## src/rtl/fifo_arb_pkg.sv

```systemverilog
// Shared types and sizing helpers for the fifo push arbiter.
// Optional build macro FIFO_ARB_ERROR_EN is consumed by fifo_push_arbiter.
package fifo_arb_pkg;

   typedef enum logic [0:0] {
      IDLE  = 1'b0,
      BURST = 1'b1
   } arb_state_t;

   localparam int DEFAULT_BURST_LENGTH = 4;

   // Credits must hold nrOfEntries-1 without overflow.
   function automatic int credit_width(input int entries);
      return $clog2(entries) + 1;
   endfunction

   function automatic int beat_width(input int burst);
      return $clog2(burst) + 1;
   endfunction

endpackage

```

## src/rtl/fifo_push_arbiter_rr_pick.sv

```systemverilog
// Combinational round-robin picker: first eligible requester after last,
// wrapping N-1 -> 0, with the last position itself considered final.
module rr_pick #(
   parameter int N  = 4,
   parameter int IW = 2
) (
   input  logic [N-1:0]  request,
   input  logic [IW-1:0] last,
   input  logic [N-1:0]  exclude,
   output logic [N-1:0]  pick,
   output logic          valid
);

   logic [N-1:0] eligible;

   genvar gi;
   generate
      for (gi = 0; gi < N; gi++) begin : g_elig
         assign eligible[gi] = request[gi] & ~exclude[gi];
      end
   endgenerate

   always_comb begin
      pick  = '0;
      valid = 1'b0;
      for (int k = 1; k <= N; k++) begin
         if (!valid && eligible[(int'(last) + k) % N]) begin
            pick[(int'(last) + k) % N] = 1'b1;
            valid = 1'b1;
         end
      end
   end

endmodule

```

## src/rtl/fifo_push_arbiter.sv

```systemverilog
// Round-robin, burst-bounded arbiter sharing one fifo push port, with credit
// tracking of fifo occupancy. Define FIFO_ARB_ERROR_EN for popError + checks.
module fifo_push_arbiter
   import fifo_arb_pkg::*;
#(
   parameter int nrOfRequesters = 4,
   parameter int bitWidth       = 32,
   parameter int nrOfEntries    = 16,
   parameter int burstLength    = DEFAULT_BURST_LENGTH
) (
   input  logic                                 clock,
   input  logic                                 reset,
   input  logic [nrOfRequesters-1:0]            request,
   input  logic [nrOfRequesters*bitWidth-1:0]   requestData,
   output logic [nrOfRequesters-1:0]            grant,
   output logic                                 fifoPush,
   output logic [bitWidth-1:0]                  fifoPushData,
   input  logic                                 fifoPop,
   output logic [credit_width(nrOfEntries)-1:0] credits,
   output logic                                 busy
`ifdef FIFO_ARB_ERROR_EN
   ,
   output logic                                 popError
`endif
);

   localparam int CW = credit_width(nrOfEntries);
   localparam int BW = beat_width(burstLength);
   localparam int IW = (nrOfRequesters > 1) ? $clog2(nrOfRequesters) : 1;
   localparam logic [CW-1:0] MAX_CREDITS = CW'(nrOfEntries - 1);
   localparam logic [BW-1:0] LAST_BEAT   = BW'(burstLength - 1);
   localparam logic [IW-1:0] LAST_INDEX  = IW'(nrOfRequesters - 1);

   arb_state_t                state_reg, state_next;
   logic [IW-1:0]             owner_reg, owner_next;
   logic [IW-1:0]             last_owner_reg, last_owner_next;
   logic [BW-1:0]             beat_count_reg, beat_count_next;
   logic [CW-1:0]             credits_reg, credits_next;
   logic [nrOfRequesters-1:0] grant_reg, grant_next;

   logic                      credit_ok;
   logic                      accept;
   logic                      pop_effective;
   logic                      release_burst;
   logic [IW-1:0]             pick_last;
   logic [nrOfRequesters-1:0] pick_exclude;
   logic [nrOfRequesters-1:0] pick_onehot;
   logic                      pick_valid;
   logic [IW-1:0]             pick_index;
   logic [bitWidth-1:0]       data_slice [nrOfRequesters];

   genvar gi;
   generate
      for (gi = 0; gi < nrOfRequesters; gi++) begin : g_slice
         assign data_slice[gi] = requestData[gi*bitWidth +: bitWidth];
      end
   endgenerate

   assign credit_ok     = (credits_reg != '0);
   assign grant         = grant_reg & {nrOfRequesters{credit_ok}};
   assign accept        = |(grant & request);
   assign fifoPush      = accept;
   assign fifoPushData  = data_slice[owner_reg];
   assign credits       = credits_reg;
   assign busy          = (state_reg == BURST);
   // A pop on an empty fifo does nothing in the fifo, so credits saturate.
   assign pop_effective = fifoPop && (credits_reg != MAX_CREDITS);

   assign release_burst = (accept && (beat_count_reg == LAST_BEAT))
                        || !request[owner_reg]
                        || (!credit_ok && !fifoPop);

   // In BURST grant_reg is the owner one-hot; keep the owner only when alone.
   assign pick_last    = (state_reg == BURST) ? owner_reg : last_owner_reg;
   assign pick_exclude = (request == grant_reg) ? '0 : grant_reg;

   rr_pick #(
      .N  (nrOfRequesters),
      .IW (IW)
   ) u_rr_pick (
      .request (request),
      .last    (pick_last),
      .exclude (pick_exclude),
      .pick    (pick_onehot),
      .valid   (pick_valid)
   );

   always_comb begin
      pick_index = '0;
      for (int i = 0; i < nrOfRequesters; i++) begin
         if (pick_onehot[i]) pick_index = pick_index | IW'(i);
      end
   end

   always_comb begin
      state_next      = state_reg;
      owner_next      = owner_reg;
      last_owner_next = last_owner_reg;
      beat_count_next = beat_count_reg;
      grant_next      = grant_reg;
      credits_next    = credits_reg - CW'(accept) + CW'(pop_effective);
      case (state_reg)
         IDLE: begin
            if (pick_valid && credit_ok) begin
               state_next      = BURST;
               owner_next      = pick_index;
               grant_next      = pick_onehot;
               beat_count_next = '0;
            end
         end
         BURST: begin
            if (accept) beat_count_next = beat_count_reg + 1'b1;
            if (release_burst) begin
               last_owner_next = owner_reg;
               beat_count_next = '0;
               if (pick_valid && (credits_next != '0)) begin
                  owner_next = pick_index;
                  grant_next = pick_onehot;
               end else begin
                  state_next = IDLE;
                  grant_next = '0;
               end
            end
         end
         default: begin
            state_next = IDLE;
            grant_next = '0;
         end
      endcase
   end

   always_ff @(posedge clock) begin
      if (reset) begin
         state_reg      <= IDLE;
         owner_reg      <= '0;
         last_owner_reg <= LAST_INDEX;
         beat_count_reg <= '0;
         credits_reg    <= MAX_CREDITS;
         grant_reg      <= '0;
      end else begin
         state_reg      <= state_next;
         owner_reg      <= owner_next;
         last_owner_reg <= last_owner_next;
         beat_count_reg <= beat_count_next;
         credits_reg    <= credits_next;
         grant_reg      <= grant_next;
      end
   end

`ifdef FIFO_ARB_ERROR_EN
   logic pop_error_reg;

   always_ff @(posedge clock) begin
      if (reset)                                         pop_error_reg <= 1'b0;
      else if (fifoPop && (credits_reg == MAX_CREDITS))  pop_error_reg <= 1'b1;
   end

   assign popError = pop_error_reg;

   always_ff @(posedge clock) begin
      if (!reset) assert ($onehot0(grant));
   end
`endif

endmodule
```

## config.mk

```make
export PLATFORM = sky130hd
export DESIGN_NAME = fifo_push_arbiter
export DESIGN_NICKNAME = d
export VERILOG_FILES = /design/src/rtl/fifo_arb_pkg.sv /design/src/rtl/fifo_push_arbiter_rr_pick.sv /design/src/rtl/fifo_push_arbiter.sv
export SDC_FILE = /design/constraint.sdc
export NUM_CORES = 1
export LEC_CHECK = 0
export CORE_MARGIN = 2
export CORE_UTILIZATION = 39
export DETAILED_ROUTE_END_ITERATION = 12
export PLACE_DENSITY = 0.93
export SLEW_MARGIN = 20
export SYNTH_ARGS = -nofsm -noshare
export SYNTH_HDL_FRONTEND = slang
export SYNTH_SLANG_ARGS = --single-unit
```

## constraint.sdc

```tcl
create_clock -name clock -period 10.4 [get_ports clock]
set_clock_uncertainty 0.1 [all_clocks]
set_input_delay 1.56 -clock clock [delete_from_list [all_inputs] [get_ports clock]]
set_output_delay 1.56 -clock clock [all_outputs]
set_load 0.02 [all_outputs]
```

==> run summary, run 1 <==
area share of fa/ha/maj cells after synthesis - 9.11%
Reg clk slew, reported paths - 0.07 ns
Min-Delay Path Class - register to register
post-layout minimum cycle time - 5.34 ns
Die Area - 7210 µm²
synthesized cell area - 2550 µm²
RSZ-0062 raised after global routing - no
Initial DRC Count - 118
PostCTS Resize Cnt - 0
# DRC - 0
final hold vios - 0
antenna fix cells - 0
dpl hpwl - 8520 µm
CP max-delay cell - clkdlybuf4s50_1
CTS max path bufs - 2
CTS tree - built
maximum fanout along the worst path - 8
initial core utilization - 40.2%
Detail Route Antenna Nets - 0
WL met1 - 3600 µm
# fillers - 469
via count - 2799
Slew headroom - 60.3%
Core Footprint - 6350 µm²
Startpoint Class - input pin
P&R area growth vs syn - 72.2%
CP bufs+invs - 3
Fmax achieved - 187 MHz
CTS buffer count - 3
Synth Area in Simple Gates - 19.3%
latest clock arrival within the worst-skew pair - 0.25 ns
syn_nets - 404
die width - 84.9 µm
Ports - 178
DP Area - 4350 µm²
CP Data Arrival Time - 5.36 ns
Worst Path Class, Setup - input pin to register
max_cap viols - 0
top_reg_cell synth - dfxtp_1
final setup fails - 0
LEAKAGE - 1.63 nW
WL/cell - 19.8 µm
P per Cell Area - 246 nW/µm²
CP peak stage delay - 0.54 ns
CTS H-tree depth - 1
GRT Residual Overflow - 0
clock sink count - 17
Syn Area/Cell - 10.2 µm²
worst-margin pin slew - 0.595 ns
Worst Setup End Kind - register
max reg flops - 5
GP Congestion - 0.915
main combinational cell family by area after synthesis - multiplexers
Crit path max-delay family - compound AO/OA/AOI/OAI gates
Cell Chain, Critical Path - clkdlybuf4s50_1, a22o_1, a221oi_1, nor2_1, ha_1, inv_1, ha_1, inv_1, fa_1, nand2b_1, a21oi_1, nor3_1, or4bb_1, a21oi_1, nor2_2, a22oi_1, nor2_1
Compound-Gate Fraction of Synth Area - 18.3%
total wire length - 9840 µm
Design Area, Final - 4400 µm²
WL met3 - 562 µm
CP required - 10.42 ns
DR vias/cell - 5.64
Async SR Flop Fraction - 0%
vias in the first global route - 2886
row count - 29
Seq/Total Area, Yosys - 13.3%
Post-Synth XOR/XNOR Area - 3.09%
WL met2 - 5300 µm
Post-Syn Instances - 251
top layer in use - met4
Peak VDD IR - 0.144 mV
Slew Limit Fails - 0
Fin Hold WS - 0.398 ns
die span in y - 84.9 µm
largest net degree at the start of global routing - 35
initial antenna violation count - 0
Setup Fix Bufs, Post-CTS - 0
layout cells sized above 1 - 15.0%
CTS root buf - clkbuf_8
crit share post-route - 51.3%
Syn. warnings - 0
CTS Hold Bufs - 0
number of synthesized flops with an enable pin - 0
status - finished clean
drt first pass iters - 5
Sum Neg Setup Slack - 0 ns
PortBufs - 177
global-route wire length before repair - 15200 µm
nets - 573
GRT Total Usage - 26.7%
post-synthesis mux area share - 31.3%
Distinct cells, synth - 65
Synth Register Bits - 17
==> routing by layer <==
layer / up-vias / global-route usage (%)
li1: 1317 / -
met1: 1333 / 29.5
met2: 123 / 50.5
met3: 26 / 4.47
met4: 0 / 10.4
met5: - / 0
==> cell type report <==
class | instances | area, µm² | share of cell area [%]
Clock inverter | 1 | 5.00 | 0.114
Inverter | 15 | 56.3 | 1.28
Clock buffer | 3 | 41.3 | 0.938
Timing Repair Buffer | 179 | 1790 | 40.6
Sequential cell | 17 | 342 | 7.76
Tap cell | 77 | 96.3 | 2.19
Multi-Input combinational cell | 204 | 2070 | 47.1
==> worst reg2reg max path, delay by kind of cell (launching register included) <==
kind / cells / cell delay, ns
adders and majority gates: 4 / 1.03
and+or+nand+nor: 7 / 1.64
AOI/OAI and AO/OA: 3 / 0.59
buffers and inverters: 3 / 0.20
DFF: 1 / 0.34
==> power breakdown <==
group,internal [mW],switching [mW]
registers,0.0899,0.0520
logic,0.438,0.455
clock network,0.0266,0.0225
total,0.554,0.530
==> metrics by stage <==
stage                     utilization (%)  power [mW]  cells  worst slack (ns)
after floorplan                         -       0.745    251              5.53
after global placement               68.6        1.00    492              4.96
after detailed placement             68.6        1.03    492              4.84
after CTS                            69.3        1.09    496              5.11
after global routing                 69.3        1.17    496              4.75
final                                69.3        1.08    496              5.06
==> layout by cell type (no fill, tap or decap), types with 4 or more instances in the layout <==
| cell | netlist | layout |
|---|---|---|
| nand2b_1 | 8 | 8 |
| nor2_1 | 22 | 22 |
| nor3_1 | 4 | 4 |
| dfxtp_1 | 17 | 16 |
| clkdlybuf4s50_1 | 0 | 177 |
| a21oi_1 | 6 | 6 |
| nand2_1 | 18 | 18 |
| nand4_1 | 5 | 5 |
| xor2_1 | 6 | 6 |
| o21ai_0 | 4 | 4 |
| nor2b_1 | 8 | 8 |
| mux4_2 | 33 | 33 |
| nor2_2 | 4 | 4 |
| ha_1 | 17 | 17 |
| inv_1 | 14 | 14 |
==> cell families after synthesis <==
group / Yosys count
and+or+nand+nor: 87
xor gates and xnor gates: 9
AOI/OAI and AO/OA: 53
buffers and inverters: 30
adders and majority gates: 18
DFF: 17
muxes: 37
==> cell usage after synthesis, types with 5 or more instances <==
library cell | count | share of area, %
a21oi_1 | 6 | 1.2
dfxtp_1 | 17 | 13
nand2_1 | 18 | 2.6
ha_1 | 17 | 8.3
buf_2 | 5 | 0.98
nand4_1 | 5 | 1.2
inv_1 | 14 | 2.1
nor2_1 | 22 | 3.2
nand2b_1 | 8 | 2.0
mux4_2 | 33 | 29
xor2_1 | 6 | 2.1
nor2b_1 | 8 | 2.0
==> path summary, 6_finish.rpt <==
check / from / end / slack [ns] / cells after the start
worst max register to register: credits[3]$_SDFF_PP1_ / grant_reg[2]$_SDFFE_PP0P_ / 6.35 / 17
worst max-delay path: request[3] / grant_reg[2]$_SDFFE_PP0P_ / 5.06 / 17
worst min register to register: beat_count_reg[1]$_SDFFE_PP0P_ / beat_count_reg[1]$_SDFFE_PP0P_ / 0.40 / 2
worst min-delay path: beat_count_reg[1]$_SDFFE_PP0P_ / beat_count_reg[1]$_SDFFE_PP0P_ / 0.40 / 2
No activity file was read; power rests on OpenSTA's default activity.
==> inputs of run 2 (changes only) <==
--- a/config.mk
+++ b/config.mk
@@ -6,9 +6,9 @@
 export NUM_CORES = 1
 export LEC_CHECK = 0
 export CORE_MARGIN = 2
-export CORE_UTILIZATION = 39
+export CORE_UTILIZATION = 33
 export DETAILED_ROUTE_END_ITERATION = 12
-export PLACE_DENSITY = 0.93
+export PLACE_DENSITY = 0.84
 export SLEW_MARGIN = 20
 export SYNTH_ARGS = -nofsm -noshare
 export SYNTH_HDL_FRONTEND = slang
==> constraint.sdc (replaced) <==
create_clock -name clock -period 4.88 [get_ports clock]
set_clock_uncertainty 0.1 [all_clocks]
set_input_delay 0.732 -clock clock [delete_from_list [all_inputs] [get_ports clock]]
set_output_delay 0.732 -clock clock [all_outputs]
set_load 0.02 [all_outputs]
==> run 2 against run 1 <==
Critical path depth unchanged. Worst hold slack worse by 0.012 ns. Clock-buffer cell count unchanged. Non-clock buffer count is 1 higher. Global-route usage down 3.8 points. Utilization decreased by 11 points. Sequential share of layout area shrank 0.079 points. Flip-flop and latch count is the same. Wire length increased by 2.4%. Design area increased by 1.0%. Combinational power up 110%. Largest cell class unchanged. Largest power group unchanged.
==> run summary, run 2 (synthesized netlist as in run 1, its figures left out) <==
global-route wire length before repair - 15200 µm
clock sink count - 17
row count - 32
Fin Hold WS - 0.386 ns
status - finished clean
total wire length - 10100 µm
Sum Neg Setup Slack - 0 ns
die span in y - 92.0 µm
WL/cell - 19.3 µm
CTS max path bufs - 2
most frequent cells in the layout - clkdlybuf4s50_1, mux4_2, nor2_1, nand2_1, ha_1
Min-Delay Path Class - register to register
# DRC - 0
CP required - 4.91 ns
Worst Path Class, Setup - input pin to register
Peak VDD IR - 0.258 mV
P&R area growth vs syn - 74.0%
vias in the first global route - 2886
max reg flops - 5
CTS H-tree depth - 1
Ports - 178
worst-margin pin slew - 0.886 ns
Die Area - 8460 µm²
RSZ-0062 raised after global routing - no
P per Cell Area - 525 nW/µm²
sw frac - 49.2%
Startpoint Class - input pin
drt first pass iters - 4
Detail Route Antenna Nets - 0
final hold vios - 0
GRT Total Usage - 22.9%
CP bufs+invs - 3
# fillers - 638
CTS Hold Bufs - 0
PortBufs - 177
Cell Chain, Critical Path - clkdlybuf4s50_1, a22o_1, a221oi_1, nor2_1, ha_1, inv_1, ha_1, inv_1, fa_1, nand2b_1, a21oi_2, nor3_1, or4bb_1, a21oi_1, nor2_2, a22oi_1, nor2_1
GRT Residual Overflow - 0
DR vias/cell - 5.42
clock share of power - 4.6%
Slew headroom - 40.9%
Fmax achieved - 220 MHz
max_cap viols - 0
Worst Setup End Kind - register
Slew Limit Fails - 0
Initial DRC Count - 101
CP Data Arrival Time - 4.57 ns
CTS buffer count - 3
final setup fails - 0
commonest non-fill, non-tap cell in the layout - clkdlybuf4s50_1
GP Congestion - 0.886
largest net degree at the start of global routing - 20
post-layout minimum cycle time - 4.55 ns
dpl hpwl - 8550 µm
Comb power frac - 81.6%
P_sw - 1.15 mW
Core Footprint - 7610 µm²
internal power - 1.19 mW
Crit path max-delay family - compound AO/OA/AOI/OAI gates
CP peak stage delay - 0.54 ns
die width - 92.0 µm
initial core utilization - 33.6%
via count - 2834
layout cells sized above 1 - 15.5%
Reg power frac - 13.8%
initial antenna violation count - 1
LEAKAGE - 1.63 nW
CP max-delay cell - or4bb_1
nets - 574
CTS root buf - clkbuf_8
latest clock arrival within the worst-skew pair - 0.26 ns
CTS tree - built
maximum fanout along the worst path - 8
Setup Fix Bufs, Post-CTS - 0
crit share post-route - 93.2%
Reg clk slew, reported paths - 0.07 ns
==> run 2: worst paths after layout <==
| path | startpoint | to | slack (ns) | cells past startpoint |
|---|---|---|---|---|
| worst max-delay path | request[3] | grant_reg[2]$_SDFFE_PP0P_ | 0.33 | 17 |
| worst min-delay path | beat_count_reg[1]$_SDFFE_PP0P_ | beat_count_reg[1]$_SDFFE_PP0P_ | 0.39 | 2 |
| worst max register to register | credits[3]$_SDFF_PP1_ | grant_reg[2]$_SDFFE_PP0P_ | 0.79 | 17 |
| worst min register to register | beat_count_reg[1]$_SDFFE_PP0P_ | beat_count_reg[1]$_SDFFE_PP0P_ | 0.39 | 2 |
==> run 2: metrics by stage <==
step / utilization, % / cell area [µm²] / power [mW] / setup slack [ns] / cells
floorplan: - / 2550 / 1.59 / 0.839 / 251
global placement: 57.7 / 4390 / 2.15 / 0.261 / 518
detailed placement: 57.7 / 4390 / 2.21 / 0.0919 / 518
CTS: 58.4 / 4440 / 2.32 / 0.311 / 522
global route: 58.4 / 4450 / 2.51 / 0.0290 / 523
finish: 58.4 / 4450 / 2.34 / 0.334 / 523
==> run 2: power groups by stage <==
stage / logic [mW] / clock network (mW) / registers [mW]
6_report: 1.91 / 0.107 / 0.323
5_1_grt: 2.06 / 0.115 / 0.337
4_1_cts: 1.89 / 0.110 / 0.325
3_5_place_dp: 1.88 / 0 / 0.328
3_3_place_gp: 1.82 / 0 / 0.324
2_1_floorplan: 1.33 / 0 / 0.256
==> run 2: worst reg2reg max path: cells and delay by family (launching register included) <==
kind / cells / cell delay [ns]
buf+inv: 3 / 0.23
simple gates: 7 / 1.66
fa+ha+maj: 4 / 1.03
compound gates: 3 / 0.60
flops: 1 / 0.37
==> run 2: metal layers <==
layer  track usage (%)  vias to the layer above  wire length, µm
li1                  -                     1316                -
met3              3.53                       25              613
met1              26.2                     1356             3870
met2              42.6                      137             5250
met5                 0                        -                0
met4              8.71                        0              341
==> run 2: final cells by class <==
| type | count | area (µm²) | share of cell area, % |
|---|---|---|---|
| Multi-Input combinational cell | 204 | 2080 | 46.7 |
| Tap cell | 102 | 128 | 2.87 |
| Clock inverter | 1 | 5.00 | 0.113 |
| Timing Repair Buffer | 180 | 1790 | 40.4 |
| Antenna cell | 1 | 2.50 | 0.0563 |
| Inverter | 15 | 56.3 | 1.27 |
| Sequential cell | 17 | 342 | 7.68 |
| Clock buffer | 3 | 41.3 | 0.929 |
==> run 2: what timing repair did <==
action,4_1_cts,5_1_grt
hold endpoints to repair,0,0
resized for setup,0,1
endpoints found under the setup margin,0,2
